[src/rtl/nearhit_writer.sv]
// Buffers nearest-hit results per ray and streams each one as a 6-word 16-bit burst.
// Latency: head appears one edge after capture; datawant low stalls the burst in place, and a full FIFO drops new rays (sticky overflow).

module nearhit_fifo #(
  parameter int W     = 8,
  parameter int DEPTH = 4,
  parameter int AW    = 2
) (
  input  logic          clk,
  input  logic          globalreset,
  input  logic          push,
  input  logic          pop,
  input  logic [W-1:0]  wdat,
  output logic [W-1:0]  rdat,
  output logic [AW:0]   count
);

  logic [W-1:0]  mem [DEPTH];
  logic [AW-1:0] wptr;
  logic [AW-1:0] rptr;

  always_ff @(posedge clk) begin
    if (!globalreset) begin
      wptr  <= '0;
      rptr  <= '0;
      count <= '0;
    end else begin
      if (push) wptr <= wptr + 1'b1;
      if (pop)  rptr <= rptr + 1'b1;
      case ({push, pop})
        2'b10:   count <= count + 1'b1;
        2'b01:   count <= count - 1'b1;
        default: count <= count;
      endcase
    end
  end

  // Storage needs no reset; validity is tracked by the pointers.
  always_ff @(posedge clk) begin
    if (push) mem[wptr] <= wdat;
  end

  assign rdat = mem[rptr];

endmodule

module nearhit_writer #(
  parameter int DEPTH = 4,
  parameter int AW    = 2
) (
  input  logic        clk,
  input  logic        globalreset,
  input  logic [31:0] t,
  input  logic [15:0] u,
  input  logic [15:0] v,
  input  logic [15:0] triID,
  input  logic        anyhit,
  input  logic        raydone,
  output logic [15:0] dataout,
  output logic        datavalid,
  input  logic        datawant,
  output logic        full,
  output logic        overflow,
  output logic [11:0] raycount
);

  typedef struct packed {
    logic [11:0] ray_id;
    logic        anyhit;
    logic [31:0] t;
    logic [15:0] u;
    logic [15:0] v;
    logic [15:0] tri_id;
  } hit_entry_t;

  typedef enum logic {IDLE, SEND} state_t;

  state_t     state_q, state_d;
  logic [2:0] widx_q, widx_d;
  hit_entry_t hold_q, hold_d;
  hit_entry_t wr_entry, head;
  logic [AW:0] count;
  logic        accept;
  logic        pop;

  assign full     = (count == (AW+1)'(DEPTH));
  assign accept   = raydone & ~full;
  assign wr_entry = {raycount, anyhit, t, u, v, triID};

  nearhit_fifo #(
    .W     ($bits(hit_entry_t)),
    .DEPTH (DEPTH),
    .AW    (AW)
  ) u_fifo (
    .clk         (clk),
    .globalreset (globalreset),
    .push        (accept),
    .pop         (pop),
    .wdat        (wr_entry),
    .rdat        (head),
    .count       (count)
  );

  always_ff @(posedge clk) begin
    if (!globalreset) begin
      raycount <= '0;
      overflow <= 1'b0;
    end else if (raydone) begin
      raycount <= raycount + 12'd1;
      if (full) overflow <= 1'b1;
    end
  end

  always_ff @(posedge clk) begin
    if (!globalreset) begin
      state_q <= IDLE;
      widx_q  <= '0;
      hold_q  <= '0;
    end else begin
      state_q <= state_d;
      widx_q  <= widx_d;
      hold_q  <= hold_d;
    end
  end

  always_comb begin
    state_d   = state_q;
    widx_d    = widx_q;
    hold_d    = hold_q;
    pop       = 1'b0;
    datavalid = 1'b0;
    dataout   = '0;
    case (state_q)
      IDLE: begin
        // Head stays in the FIFO until its last word is accepted.
        if (count != '0) begin
          hold_d  = head;
          widx_d  = '0;
          state_d = SEND;
        end
      end
      SEND: begin
        datavalid = 1'b1;
        case (widx_q)
          3'd0:    dataout = {hold_q.anyhit, 3'b000, hold_q.ray_id};
          3'd1:    dataout = hold_q.t[31:16];
          3'd2:    dataout = hold_q.t[15:0];
          3'd3:    dataout = hold_q.u;
          3'd4:    dataout = hold_q.v;
          3'd5:    dataout = hold_q.tri_id;
          default: dataout = '0;
        endcase
        // A miss carries stale comparator values; only the header is meaningful.
        if (!hold_q.anyhit && widx_q != 3'd0) dataout = '0;
        if (datawant) begin
          if (widx_q == 3'd5) begin
            pop     = 1'b1;
            state_d = IDLE;
          end else begin
            widx_d = widx_q + 3'd1;
          end
        end
      end
      default: state_d = IDLE;
    endcase
  end

endmodule

[config.mk]
export PLATFORM = sky130hd
export DESIGN_NAME = nearhit_writer
export DESIGN_NICKNAME = d
export VERILOG_FILES = /design/src/rtl/nearhit_writer.sv
export SDC_FILE = /design/constraint.sdc
export NUM_CORES = 1
export LEC_CHECK = 0
export ABC_CLOCK_PERIOD_IN_PS = 3200
export BUFFER_PORTS_ARGS = -buffer_cell sky130_fd_sc_hd__buf_4
export CELL_PAD_IN_SITES_DETAIL_PLACEMENT = 1
export CELL_PAD_IN_SITES_GLOBAL_PLACEMENT = 2
export CORE_MARGIN = 2
export CORE_UTILIZATION = 42
export CTS_CLUSTER_SIZE = 12
export DETAILED_ROUTE_END_ITERATION = 7
export GPL_TIMING_DRIVEN = 1
export MAX_ROUTING_LAYER = met4
export PLACE_DENSITY_LB_ADDON = 0.1
export SYNTH_ARGS = -nofsm -noshare
export SYNTH_HDL_FRONTEND = slang
export SYNTH_SLANG_ARGS = --single-unit
[constraint.sdc]
create_clock -name clk -period 3.2 [get_ports clk]
set_clock_uncertainty 0.1 [all_clocks]
set_input_delay 0.32 -clock clk [delete_from_list [all_inputs] [get_ports clk]]
set_output_delay 0.32 -clock clk [all_outputs]
set_load 0.02 [all_outputs]
==> results.md, run 1 <==
Run status:
- The run finished with clean final reports.

Route:
- The sum of met2 wire segment lengths after detailed routing is 20900 µm.
- The routed wire length on met3 is 1540 µm.
- In the final routed layout, each cell accounts on average for 24.5 µm.
- The uppermost layer routed is met4.
- The number of iterations in the first detailed-routing pass is 7.
- The routed metal-1 wire length is 20300 µm.
- Dividing the detail-routed via count by the number of cells gives 5.40.
- The violation count after the first detailed-route iteration is 578.
- The total routed wirelength is 43600 µm.
- In the routed design, unresolved DRC markers number 0.
- The number of routed nets with antenna violations is 0.
- The count of vias placed by the detailed router is 9599.

Worst setup path:
- By startpoint and endpoint, the worst setup path is classified as flip-flop to output pin.
- The maximum fanout count along the critical path is 9.
- The kind of capture point of the worst setup path is an output pin.
- The required time of the critical path is 2.78 ns.
- At the worst endpoint, the arrival time is 2.60 ns.
- The register-to-register setup slack is 0.54 ns.
- The startpoint identified for the worst register-to-register timing path is widx_q[0].
- The critical path starts at widx_q[0].
- In this run the worst setup path terminates at dataout[0].
- The critical path launch point type is a flip-flop.
- The number of cells on the worst reg-to-reg path is 10.
- The worst register-to-register path ends at u_fifo.count[2].

Placement:
- After detailed placement, the design holds a cell count of 1600.
- After legalization and detailed placement, the total HPWL measured 27000 µm.
- The placer congestion estimate is 0.728.
- The placed instance area is 19700 µm².
- OpenSTA, run right after detailed placement, puts the worst setup slack at 0.553 ns.
- Buffers placed on the I/O ports in this run total 115.

Layout:
- In the layout the commonest cells are edfxtp_1 (372), buf_4 (133), dfxtp_1 (115), a22o_1 (100), mux4_2 (93).
- The fraction of the core area covered by cells at the end of the flow is 51.6%.
- In the final design database the tool counted 1248 nets.
- The area growth from synthesis to final layout is 21.9%.
- The fraction of layout cells with a size suffix above 1 is 27.2%.
- The commonest non-fill, non-tap cell in the layout is edfxtp_1.
- After routing the design area is 22100 µm².
- 0 antenna diodes ended up in the layout.
- Once layout is complete, the cells apart from fillers number 1778.

Synthesis:
- When the netlist entered floorplanning its net count stood at 1030.
- Among all flip-flop cells after synthesis, the most frequent one is edfxtp_1.
- The number of enable-type register cells in the synthesized netlist is 372.
- The number of different library cells used by synthesis comes to 45.
- After synthesis, flip-flops and latches occupy 74.5% of the total area.
- The Yosys step of the flow raised 0 warnings.
- After synthesis the cells add up to 18100 µm².
- Dividing the synthesized area by the synthesized cell count gives 19.4 µm².
- Synthesis inferred 489 register bits.
- The async set-reset flop share out of synthesis is 0%.
- The cell count after synthesis came out at 933.

Floorplan:
- In this run the standard cell core region covers 42900 µm².
- The I/O pin count is 116.
- The die outline area is 44900 µm².
- The floorplan step set the die height to 212 µm.
- The starting density of the core is 42.3%.
- From left edge to right edge, the die measures 212 µm.
- After floorplanning, the core was divided into 76 placement rows.

Clock tree:
- TritonCTS built the clock tree.
- The largest buffer count on any clock path is 3.
- After clock tree synthesis, the clock-pin slew on the worst setup and hold paths is 0.06 ns.
- After clock tree synthesis, the setup repair step added 0 buffers.
- The count of H-tree levels built during CTS is 2.
- In this run the clock root is driven by a clkbuf_16.
- Clock latency on the worst-skew pair, taken at its later pin, is 0.60 ns.
- Once the clock tree was built, the resizer swapped 0 gates to a different size.
- The clock drives 489 sinks.
- The CTS buffer count is 51.

Run:
- The max capacitance violation total is 0.

Timing:
- The final worst setup slack is 0.175 ns.
- The final-report max-slew violation count is 0.
- For the final routed database, the setup TNS stands at 0 ns.
- The number of setup violations in the final report is 0.
- Measured against its own limit, the worst slew margin works out to 58.4%.
- Setup repair after global routing left no endpoint under its margin.
- The smallest clock period supported by the final layout is computed as 3.02 ns.
- The final count of hold timing violations is 0.
- Dividing the final minimum period by the clock period gives 94.5%.
- The worst hold slack after final layout is 0.125 ns.
- The transition time of the tightest slew-check pin is 0.624 ns.
- Timing would allow up to 331 MHz.

Global route:
- The final global-route overflow total is 0.
- The largest net degree at the start of global routing is 87.
- The first-pass GRT wire length is 65000 µm.
- The via count of the first global-routing pass is 9988.
- The number of antenna violations at the first check in global routing is 0.
- Global routing consumed, over all layers together, 20.3% of the routing resources.

Power and ir drop:
- The leakage power figure is 7.41 nW.
- The power per standard cell area is 626 nW/µm².
- IR analysis of the VDD net gives a maximum drop of 0.000459 V.
- Summing internal, switching and leakage power gives 13.8 mW.

Hold path:
- The path class of the tightest hold or removal check is input port to flip-flop.
-- metal layers --
layer  GRT usage, %  vias to the layer above
met5              -                        -
met4           4.81                        0
met3           3.55                       57
met2           31.1                      181
met1           28.6                     5070
li1               -                     4291
-- synthesized netlist by cell type (11+ instances only) --
cell type,n,area share (%)
inv_1,15,0.31
ha_1,11,0.76
nand2_1,22,0.46
a222oi_1,16,0.88
edfxtp_1,372,62
buf_2,26,0.72
nor2_1,11,0.23
a22o_1,100,4.8
clkbuf_1,19,0.39
a21oi_1,19,0.52
dfxtp_1,117,13
mux4_2,93,12
-- critical path, stage by stage (launching register included) --
cell     delay, ns
dfxtp_1       0.40
ha_1          0.22
and2_0        0.42
buf_4         0.25
a22oi_1       0.08
a31oi_1       0.41
buf_4         0.23
-- layout make-up --
type,instances,area [µm²]
clock buffers,80,1450
clock inverters,15,140
fillers,3939,20800
inverters,16,60.1
multi-input cells,368,4210
flip-flops and latches,489,13500
well taps,585,732
repair buffers,225,2010
-- flip-flops by register name, indices dropped and copies added (netlist names) --
register	count
u_fifo.mem	372
hold_q	93
raycount	12
overflow	1
u_fifo.rptr	2
u_fifo.count	3
widx_q	3
state_q	1
u_fifo.wptr	2
-- report_power, final --
group | internal [mW] | switching, mW | total, mW
combinational | 0.404 | 0.470 | 0.874
clock | 3.26 | 2.39 | 5.66
sequential | 7.15 | 0.169 | 7.32
total | 10.8 | 3.03 | 13.8
-- repair_timing --
item	in CTS	in global routing
setup endpoints to repair	0	0
hold buffers	83	0
endpoints found under the hold margin	330	0
-- logic make-up (layout without fill, tap and decap cells) --
kind of cell | count (synthesis) | count (layout) | share of synthesized area (%)
flops | 489 | 489 | 74.5
mux | 99 | 99 | 11.9
compound gates | 171 | 171 | 7.59
fa+ha+maj | 12 | 12 | 0.869
xor+xnor | 7 | 7 | 0.338
simple gates | 79 | 79 | 2.30
buf+inv | 76 | 336 | 2.52
-- worst min-delay path by stage --
stage,cells after the start,slack (ns),startpoint,to
final,4,0.13,datawant,u_fifo.rptr[0]
after global routing,4,0.13,datawant,u_fifo.rptr[0]
after CTS,4,0.10,datawant,u_fifo.rptr[0]
after detailed placement,1,0.37,hold_q[2],hold_q[2]
after global placement,1,0.37,hold_q[13],hold_q[13]
after floorplan,0,0.32,triID[0],u_fifo.mem[0][0]
(Power assumes the default switching activity.)
==> run 2: changes to the inputs <==
Settings changed: ABC_AREA set to 1, CORE_UTILIZATION 42 to 36, REMOVE_ABC_BUFFERS set to 1.
==> run 2 against run 1 <==
Against the previous run:
- synthesized area grew 7.8%
- utilization decreased by 7.7 points
- flip-flop and latch count unchanged
- synthesized cell count increased by 100%
- critical path depth rose by 2
- non-clock buffer count is 3 lower
- clock-buffer cell count shrank 3
- die area rose by 25%
- combinational power increased by 29%
- first-iteration DRC count down 2.2%
- largest power group unchanged
==> results.md, run 2 <==
Route:
- The violation count after the first detailed-route iteration is 565 (-2.2%).
- The routed length per placed instance is 18.8 µm (-23%).
- The number of routed nets with antenna violations is 0 (unchanged).
- The count of vias placed by the detailed router came to 13600 (+42%).
- The total routed wirelength was 52400 µm (+20%).
- The number of iterations in the first detailed-routing pass is 4 (-3).
- The number of design rule violations left after detail routing is 0 (unchanged).
- The routed via count divided by cell count is 4.88 (-9.5%).

Synthesis:
- The number of warning messages in the yosys log is 0 (unchanged).
- The number of cells produced by synthesis is 1868 (+100%).
- For this run, the leading register cell type out of synthesis is edfxtp_1.
- Ranked by instance count, the synthesized netlist is headed by nor2_1 (602), edfxtp_1 (372), o21ai_0 (203).
- The async set-reset flop share out of synthesis is 0% (unchanged).
- Yosys attributes the largest share of cell area to edfxtp_1 (57%), dfxtp_1 (12%), nor2_1 (12%), o21ai_0 (5.2%), nand2_1 (3.7%).
- The number of flip-flops and latches in the synthesized netlist is 489 (unchanged).
- The sequential-to-total area share from yosys stat came to 69.1% (-5.4 points).
- The most instantiated library cell after synthesis is nor2_1.
- The number of enable-type register cells in the synthesized netlist is 372 (unchanged).
- The area share of the largest cell type after synthesis is 57.1% (-4.5 points).
- The cell type contributing the most total cell area after synthesis is edfxtp_1.
- The cell area after technology mapping was 19600 µm² (+7.8%).
- The count of different cell masters after synthesis is 31 (-31%).
- The mean post-synth cell area is 10.5 µm² (-46%).

Worst setup path:
- The classification of the worst setup path is flip-flop to output pin.
- The maximum fanout count along the critical path came to 10 (+1).
- The number of cells on the worst reg-to-reg path is 10 (unchanged).
- The critical path launch point type is a flip-flop.
- The kind of capture point of the worst setup path is an output pin.
- The required time of the critical path came to 2.78 ns (about the same).
- The arrival time at the worst endpoint is 2.60 ns (about the same).

Global route:
- The largest net degree at the start of global routing is 190 (+120%).
- The overall track demand over capacity in global routing is 19.6% (-0.74 points).
- The first-pass GRT wire length is 82400 µm (+27%).
- The via count of the first global-routing pass came to 14200 (+42%).
- The number of antenna violations at the first check in global routing is 0 (unchanged).
- The final global-route overflow total came to 0 (unchanged).

Layout:
- The fraction of the core area covered by cells at the end of the flow is 43.9% (-7.7 points).
- The count of fill cells added during filler insertion is 5896 (+50%).
- The diode insertion count for antenna repair came to 0 (unchanged).
- The fraction of layout cells with a size suffix above 1 is 11.5% (-16 points).
- The register with the most flip-flops in the final layout is u_fifo.mem.
- The area used by sequential logic in the layout came to 13500 µm² (unchanged).
- In the layout the commonest cells are nor2_1 (598), edfxtp_1 (372), o21ai_0 (203), nand2_1 (194), buf_4 (127).
- The number of standard cells in the final layout excluding fillers is 2786 (+57%).
- Leaving out fill and tap cells, the most frequent cell in the layout is nor2_1.
- The flip-flop count of the largest register after layout is 372 (unchanged).
- The area taken by multi-input logic gates was 5180 µm² (+23%).
- The largest registers in the layout are u_fifo.mem x372, hold_q x93, raycount x12.
- The number of nets at the end of the flow is 2142 (+72%).
- The area growth from synthesis to final layout is 20.7%.

Clock tree:
- The count of H-tree levels built during CTS was 2 (unchanged).
- The cell at the root of the clock tree is clkbuf_16.
- The number of gates resized after cts is 0 (unchanged).
- The latest clock arrival within the worst-skew pair is 0.59 ns (about the same).
- The CTS buffer count was 54 (+5.9%).
- The clock sink count came to 489 (unchanged).
- The largest buffer count on any clock path came to 3 (unchanged).
- The clock input transition at the sequential cells of the worst setup and hold paths was 0.06 ns (about the same).
- TritonCTS built the clock tree.

Placement:
- The count of input and output buffers is 115 (unchanged).
- The post-DP HPWL is 29700 µm (+10%).
- The cell total after placement is 2600 (+63%).
- The placer congestion estimate is 0.734 (+0.82%).

Timing:
- The transition time of the tightest slew-check pin is 0.953 ns (+0.329 ns).
- The shortest period the worst path allows is 3.02 ns (-0.00226 ns).
- Setup repair after global routing left no endpoint under its margin.
- The final period utilization is 94.5% (about the same).
- The worst hold slack after final layout came to 0.0899 ns (-0.0353 ns).
- The peak clock frequency supported by timing came to 331 MHz (about the same).
- The final count of hold timing violations is 0 (unchanged).
- The worst max-slew margin expressed relative to the limit came to 36.5% (-22 points).
- The number of setup violations in the final report was 0 (unchanged).
- The final-report max-slew violation count was 0 (unchanged).

Run:
- The max capacitance violation total was 0 (unchanged).

Power and ir drop:
- The switching power is 3.34 mW (+10%).
- The combinational power share came to 7.9% (+1.6 points).
- The clock group share of total power was 40.9% (about the same).
- The net switching fraction of the power came to 23.2% (+1.3 points).
- The power per standard cell area is 609 nW/µm² (-2.8%).
- The worst-case vdd ir drop is 0.000404 V (-12%).
- The leakage power figure is 8.85 nW (+19%).
- The share of total power in sequential cells is 51.2% (-1.6 points).
- The internal portion of total power is 11.0 mW (+2.0%).

Floorplan:
- The site row count is 85 (+12%).
- The overall die height was 237 µm (+12%).
- The I/O pin count is 116 (unchanged).
- The starting density of the core is 36.3% (-6.0 points).
- The die outline area is 56200 µm² (+25%).
- The width of the die is 237 µm (+12%).
- The area inside the core boundary came to 53800 µm² (+25%).

Run status:
- The flow ran to the end, and the final reports show no timing, DRC or antenna violations.

Hold path:
- The count of cells along the worst hold path came to 5 (+1).
- In this run the worst hold path is classified as input port to flip-flop.
run 2: cell types whose count changed after synthesis, moves of 20 or more:
cell,delta
nor2_1,+591
o21ai_0,+197
nand2_1,+172
o21ai_1,+113
a22o_1,-100
mux4_2,-93
inv_1,+67
buf_2,+20
run 2: cell families (layout without fill, tap and decap cells):
logic type | Yosys count | in the layout | synth area share [%]
adders and majority gates | 12 | 12 | 0.806
DFF | 489 | 489 | 69.1
buffers and inverters | 188 | 410 | 4.63
AOI/OAI and AO/OA | 356 | 356 | 9.33
and+or+nand+nor | 823 | 823 | 16.1
run 2: cell type report:
class / count / area share, %
Sequential cell: 489 / 57.3
Multi-Input combinational cell: 1191 / 22.0
Timing Repair Buffer: 222 / 8.62
Clock buffer: 77 / 6.35
Tap cell: 696 / 3.69
Inverter: 87 / 1.40
Clock inverter: 24 / 0.700
run 2: metal layers:
metal	up-vias	track usage, %	wire length, µm
met2	166	32.8	25600
li1	6619	-	-
met3	70	3.04	1500
met4	0	4.14	905
met5	-	-	0
met1	6753	25.2	24400
run 2: critical path: stages, from the launching register on:
cell and delay, ns:
dfxtp_1 0.42, inv_2 0.15, ha_1 0.30, buf_4 0.27
inv_1 0.12, nand4_1 0.12, o211ai_2 0.12, nor2_1 0.28
buf_4 0.20
run 2: through the flow:
step                 TNS, ns  total power, mW  instance area [µm²]  worst slack (ns)
floorplan           -1049.60             8.05                19000             -3.38
global placement           0             8.53                21100             0.773
detailed placement         0             8.56                21100             0.758
CTS                        0             14.6                23600            0.0944
global route               0             15.0                23600            0.0228
finish                     0             14.4                23600             0.177
run 2: power groups by stage:
stage	Sequential, mW	Clock (mW)	Combinational, mW
floorplan	7.49	0	0.559
global placement	7.49	0	1.04
detailed placement	7.49	0	1.07
CTS	7.36	6.05	1.15
global route	7.40	6.31	1.29
finish	7.36	5.88	1.13
run 2: worst paths after layout:
check	start	slack, ns	end
worst max-delay path	widx_q[2]	0.18	dataout[14]
worst min-delay path	datawant	0.09	u_fifo.rptr[1]
worst max register to register	u_fifo.count[1]	0.73	u_fifo.count[2]
worst min register to register	overflow	0.37	overflow
run 2: repair_timing:
item | CTS | global route
endpoints found under the setup margin | 0 | 2
buffers inserted | 0 | 3
hold endpoints to repair | 328 | 0
hold buffers | 82 | 0
==> run 3: changes to the inputs <==
Settings changed: ABC_CLOCK_PERIOD_IN_PS 3200 to 2800, CORE_UTILIZATION 36 to 40, HOLD_SLACK_MARGIN set to 0.12.
Clock period 3.2 ns to 2.8 ns, I/O delays scaled along.
==> run 3 against run 2 <==
Against the previous run:
- first-iteration DRC count grew 9.0%
- flip-flop and latch count is the same
- critical endpoint is now dataout[10]
- setup slack got worse by 0.044 ns
- largest power group unchanged
- largest cell class unchanged
- clock-buffer cell count is the same
==> results.md, run 3 (same netlist as run 2, synthesis figures left out) <==
Run status:
- The flow ran to the end, and the final reports show no timing, DRC or antenna violations.

Global route:
- The via count of the first global-routing pass came to 14000 (-1.7%).
- The overall track demand over capacity in global routing is 21.1% (+1.5 points).
- The largest net degree at the start of global routing was 154 (-19%).
- The number of antenna violations at the first check in global routing is 0 (unchanged).
- The first-pass GRT wire length is 79500 µm (-3.6%).
- The final global-route overflow total came to 0 (unchanged).

Route:
- The number of routed nets with antenna violations is 0 (unchanged).
- The routed via count divided by cell count is 5.02 (+2.7%).
- The violation count after the first detailed-route iteration came to 616 (+9.0%).
- The routed length per placed instance is 18.8 µm (-0.14%).
- The total routed wirelength is 51100 µm (-2.5%).
- The number of iterations in the first detailed-routing pass is 4 (unchanged).
- The count of vias placed by the detailed router is 13700 (+0.34%).
- The number of design rule violations left after detail routing is 0 (unchanged).

Layout:
- The diode insertion count for antenna repair is 0 (unchanged).
- The largest registers in the layout are u_fifo.mem x372, hold_q x93, raycount x12.
- The fraction of the core area covered by cells at the end of the flow came to 48.6% (+4.8 points).
- The number of standard cells in the final layout excluding fillers was 2721 (-2.3%).
- The number of nets at the end of the flow came to 2152 (+0.47%).
- In the layout the commonest cells are nor2_1 (595), edfxtp_1 (372), o21ai_0 (203), nand2_1 (194), buf_4 (129).
- The commonest non-fill, non-tap cell in the layout is nor2_1.
- The area growth from synthesis to final layout is 21.0%.
- The flip-flop count of the largest register after layout was 372 (unchanged).
- The fraction of layout cells with a size suffix above 1 was 12.1% (+0.57 points).
- The register containing the most flip-flops in the final layout is u_fifo.mem.

Worst setup path:
- The arrival time at the worst endpoint is 2.29 ns (-0.31 ns).
- On the critical path, the stage with the largest delay is an instance of dfxtp_1.
- The kind of capture point of the worst setup path is an output pin.
- The signal on the critical path passes through inv_1 > ha_1 > inv_1 > nor2_4 > buf_12 > o21ai_4 > buf_4 > a21oi_2 > buf_4.
- The critical path launch point type is a flip-flop.
- The maximum cell stage delay along the critical path is 0.38 ns (-0.04 ns).
- The maximum fanout count along the critical path is 15 (+5).
- The number of cells on the worst reg-to-reg path was 12 (+2).
- The required time of the critical path is 2.42 ns (-0.36 ns).
- The critical path in this run is classified as flip-flop to output pin.

Timing:
- The final-report max-slew violation count is 0 (unchanged).
- Timing would allow up to 375 MHz.
- The setup TNS is 0 ns (unchanged).
- After layout, the worst path uses 95.2% of the clock period.
- The transition time of the tightest slew-check pin is 0.756 ns (-0.197 ns).
- The shortest period the worst path allows is 2.67 ns.
- The worst max-slew margin expressed relative to the limit is 49.6% (+13 points).
- Setup repair after global routing left no endpoint under its margin.
- The final count of hold timing violations came to 0 (unchanged).
- The final worst setup slack is 0.133 ns (-0.0441 ns).
- The number of setup violations in the final report is 0 (unchanged).

Power and ir drop:
- The share of total power in sequential cells is 51.6% (+0.4 points).
- The clock group share of total power is 40.2% (-0.7 points).
- The switching power came to 3.81 mW (+14%).
- The combinational power share is 8.2% (+0.3 points).
- The power per standard cell area is 689 nW/µm² (+13%).
- The internal portion of total power is 12.5 mW (+13%).
- The leakage power figure is 8.88 nW (+0.33%).
- The net switching fraction of the power was 23.4% (+0.13 points).
- The worst-case vdd ir drop came to 0.000434 V (+7.4%).

Run:
- The max capacitance violation total is 0 (unchanged).

Clock tree:
- The CTS buffer count was 53 (-1.9%).
- The largest buffer count on any clock path is 3 (unchanged).
- The latest clock arrival within the worst-skew pair is 0.60 ns (about the same).
- The clock input transition at the sequential cells of the worst setup and hold paths is 0.06 ns (about the same).
- The clock tree from TritonCTS is done.
- The count of H-tree levels built during CTS came to 2 (unchanged).
- The clock sink count is 489 (unchanged).
- The cell at the root of the clock tree is clkbuf_16.

Placement:
- The minimum setup slack after placement is 0.430 ns (-0.328 ns).
- The count of input and output buffers is 115 (unchanged).
- The cell total after placement is 2534 (-2.5%).
- The placer congestion estimate came to 0.763 (+3.8%).
- The post-DP HPWL was 29700 µm (about the same).

Floorplan:
- The area inside the core boundary is 48600 µm² (-9.6%).
- The die outline area is 50700 µm² (-9.8%).
- The overall die height is 225 µm (-5.0%).
- The I/O pin count is 116 (unchanged).
- The site row count is 81 (-4.7%).
- The starting density of the core came to 40.2% (+3.9 points).
- The width of the die is 225 µm (-5.0%).

Hold path:
- The count of cells along the worst hold path came to 2 (-3).
- The classification of the worst-slack hold path is input port to flip-flop.
==> run 3: repair_timing <==
item                                    4_1_cts  5_1_grt
pin swaps                                     2        0
hold buffers                                 85        0
endpoints found under the setup margin       13       11
setup buffers                                 3        0
hold endpoints to repair                    367        0
resized for setup                             4       14
==> run 3: final timing paths <==
path,start,endpoint,slack [ns]
worst min register to register,overflow,overflow,0.37
worst min-delay path,v[14],u_fifo.mem[2][30],0.32
worst max-delay path,widx_q[0],dataout[10],0.13
worst max register to register,widx_q[1],u_fifo.count[2],0.57
==> run 3: metrics by stage <==
| step | hold slack (ns) | cell area [µm²] | power (mW) |
|---|---|---|---|
| 2_1_floorplan | 0.269 | 19000 | 9.20 |
| 6_report | 0.321 | 23700 | 16.3 |
| 4_1_cts | 0.269 | 23600 | 16.5 |
| 3_3_place_gp | 0.348 | 21100 | 9.77 |
| 5_1_grt | 0.305 | 23700 | 17.0 |
| 3_5_place_dp | 0.358 | 21100 | 9.80 |
==> run 3: worst max-delay path: cells and delay by family (launching register included) <==
| kind | cells | cell delay (ns) |
|---|---|---|
| compound gates | 2 | 0.25 |
| flops | 1 | 0.38 |
| fa+ha+maj | 1 | 0.24 |
| simple gates | 1 | 0.06 |
| buf+inv | 5 | 0.74 |
==> run 3: power groups by stage <==
stage / registers, mW / logic, mW / clock network (mW)
floorplan: 8.56 / 0.638 / 0
global placement: 8.57 / 1.20 / 0
detailed placement: 8.58 / 1.23 / 0
CTS: 8.43 / 1.35 / 6.75
global route: 8.46 / 1.51 / 7.00
finish: 8.42 / 1.33 / 6.56
==> run 3: layer usage <==
| metal | track usage [%] | routed length [µm] | up-vias |
|---|---|---|---|
| li1 | - | - | 6628 |
| met3 | 2.92 | 1400 | 79 |
| met1 | 26.6 | 23200 | 6780 |
| met2 | 35.5 | 25300 | 167 |
| met5 | - | 0 | - |
| met4 | 6.26 | 1140 | 0 |
==> run 3: cell type report <==
cell class / instances / area [µm²]
clock buffers: 77 / 1450
clock inverters: 22 / 156
fillers: 5224 / 25000
inverters: 87 / 338
multi-input cells: 1191 / 5230
flip-flops and latches: 489 / 13500
well taps: 622 / 778
repair buffers: 233 / 2190
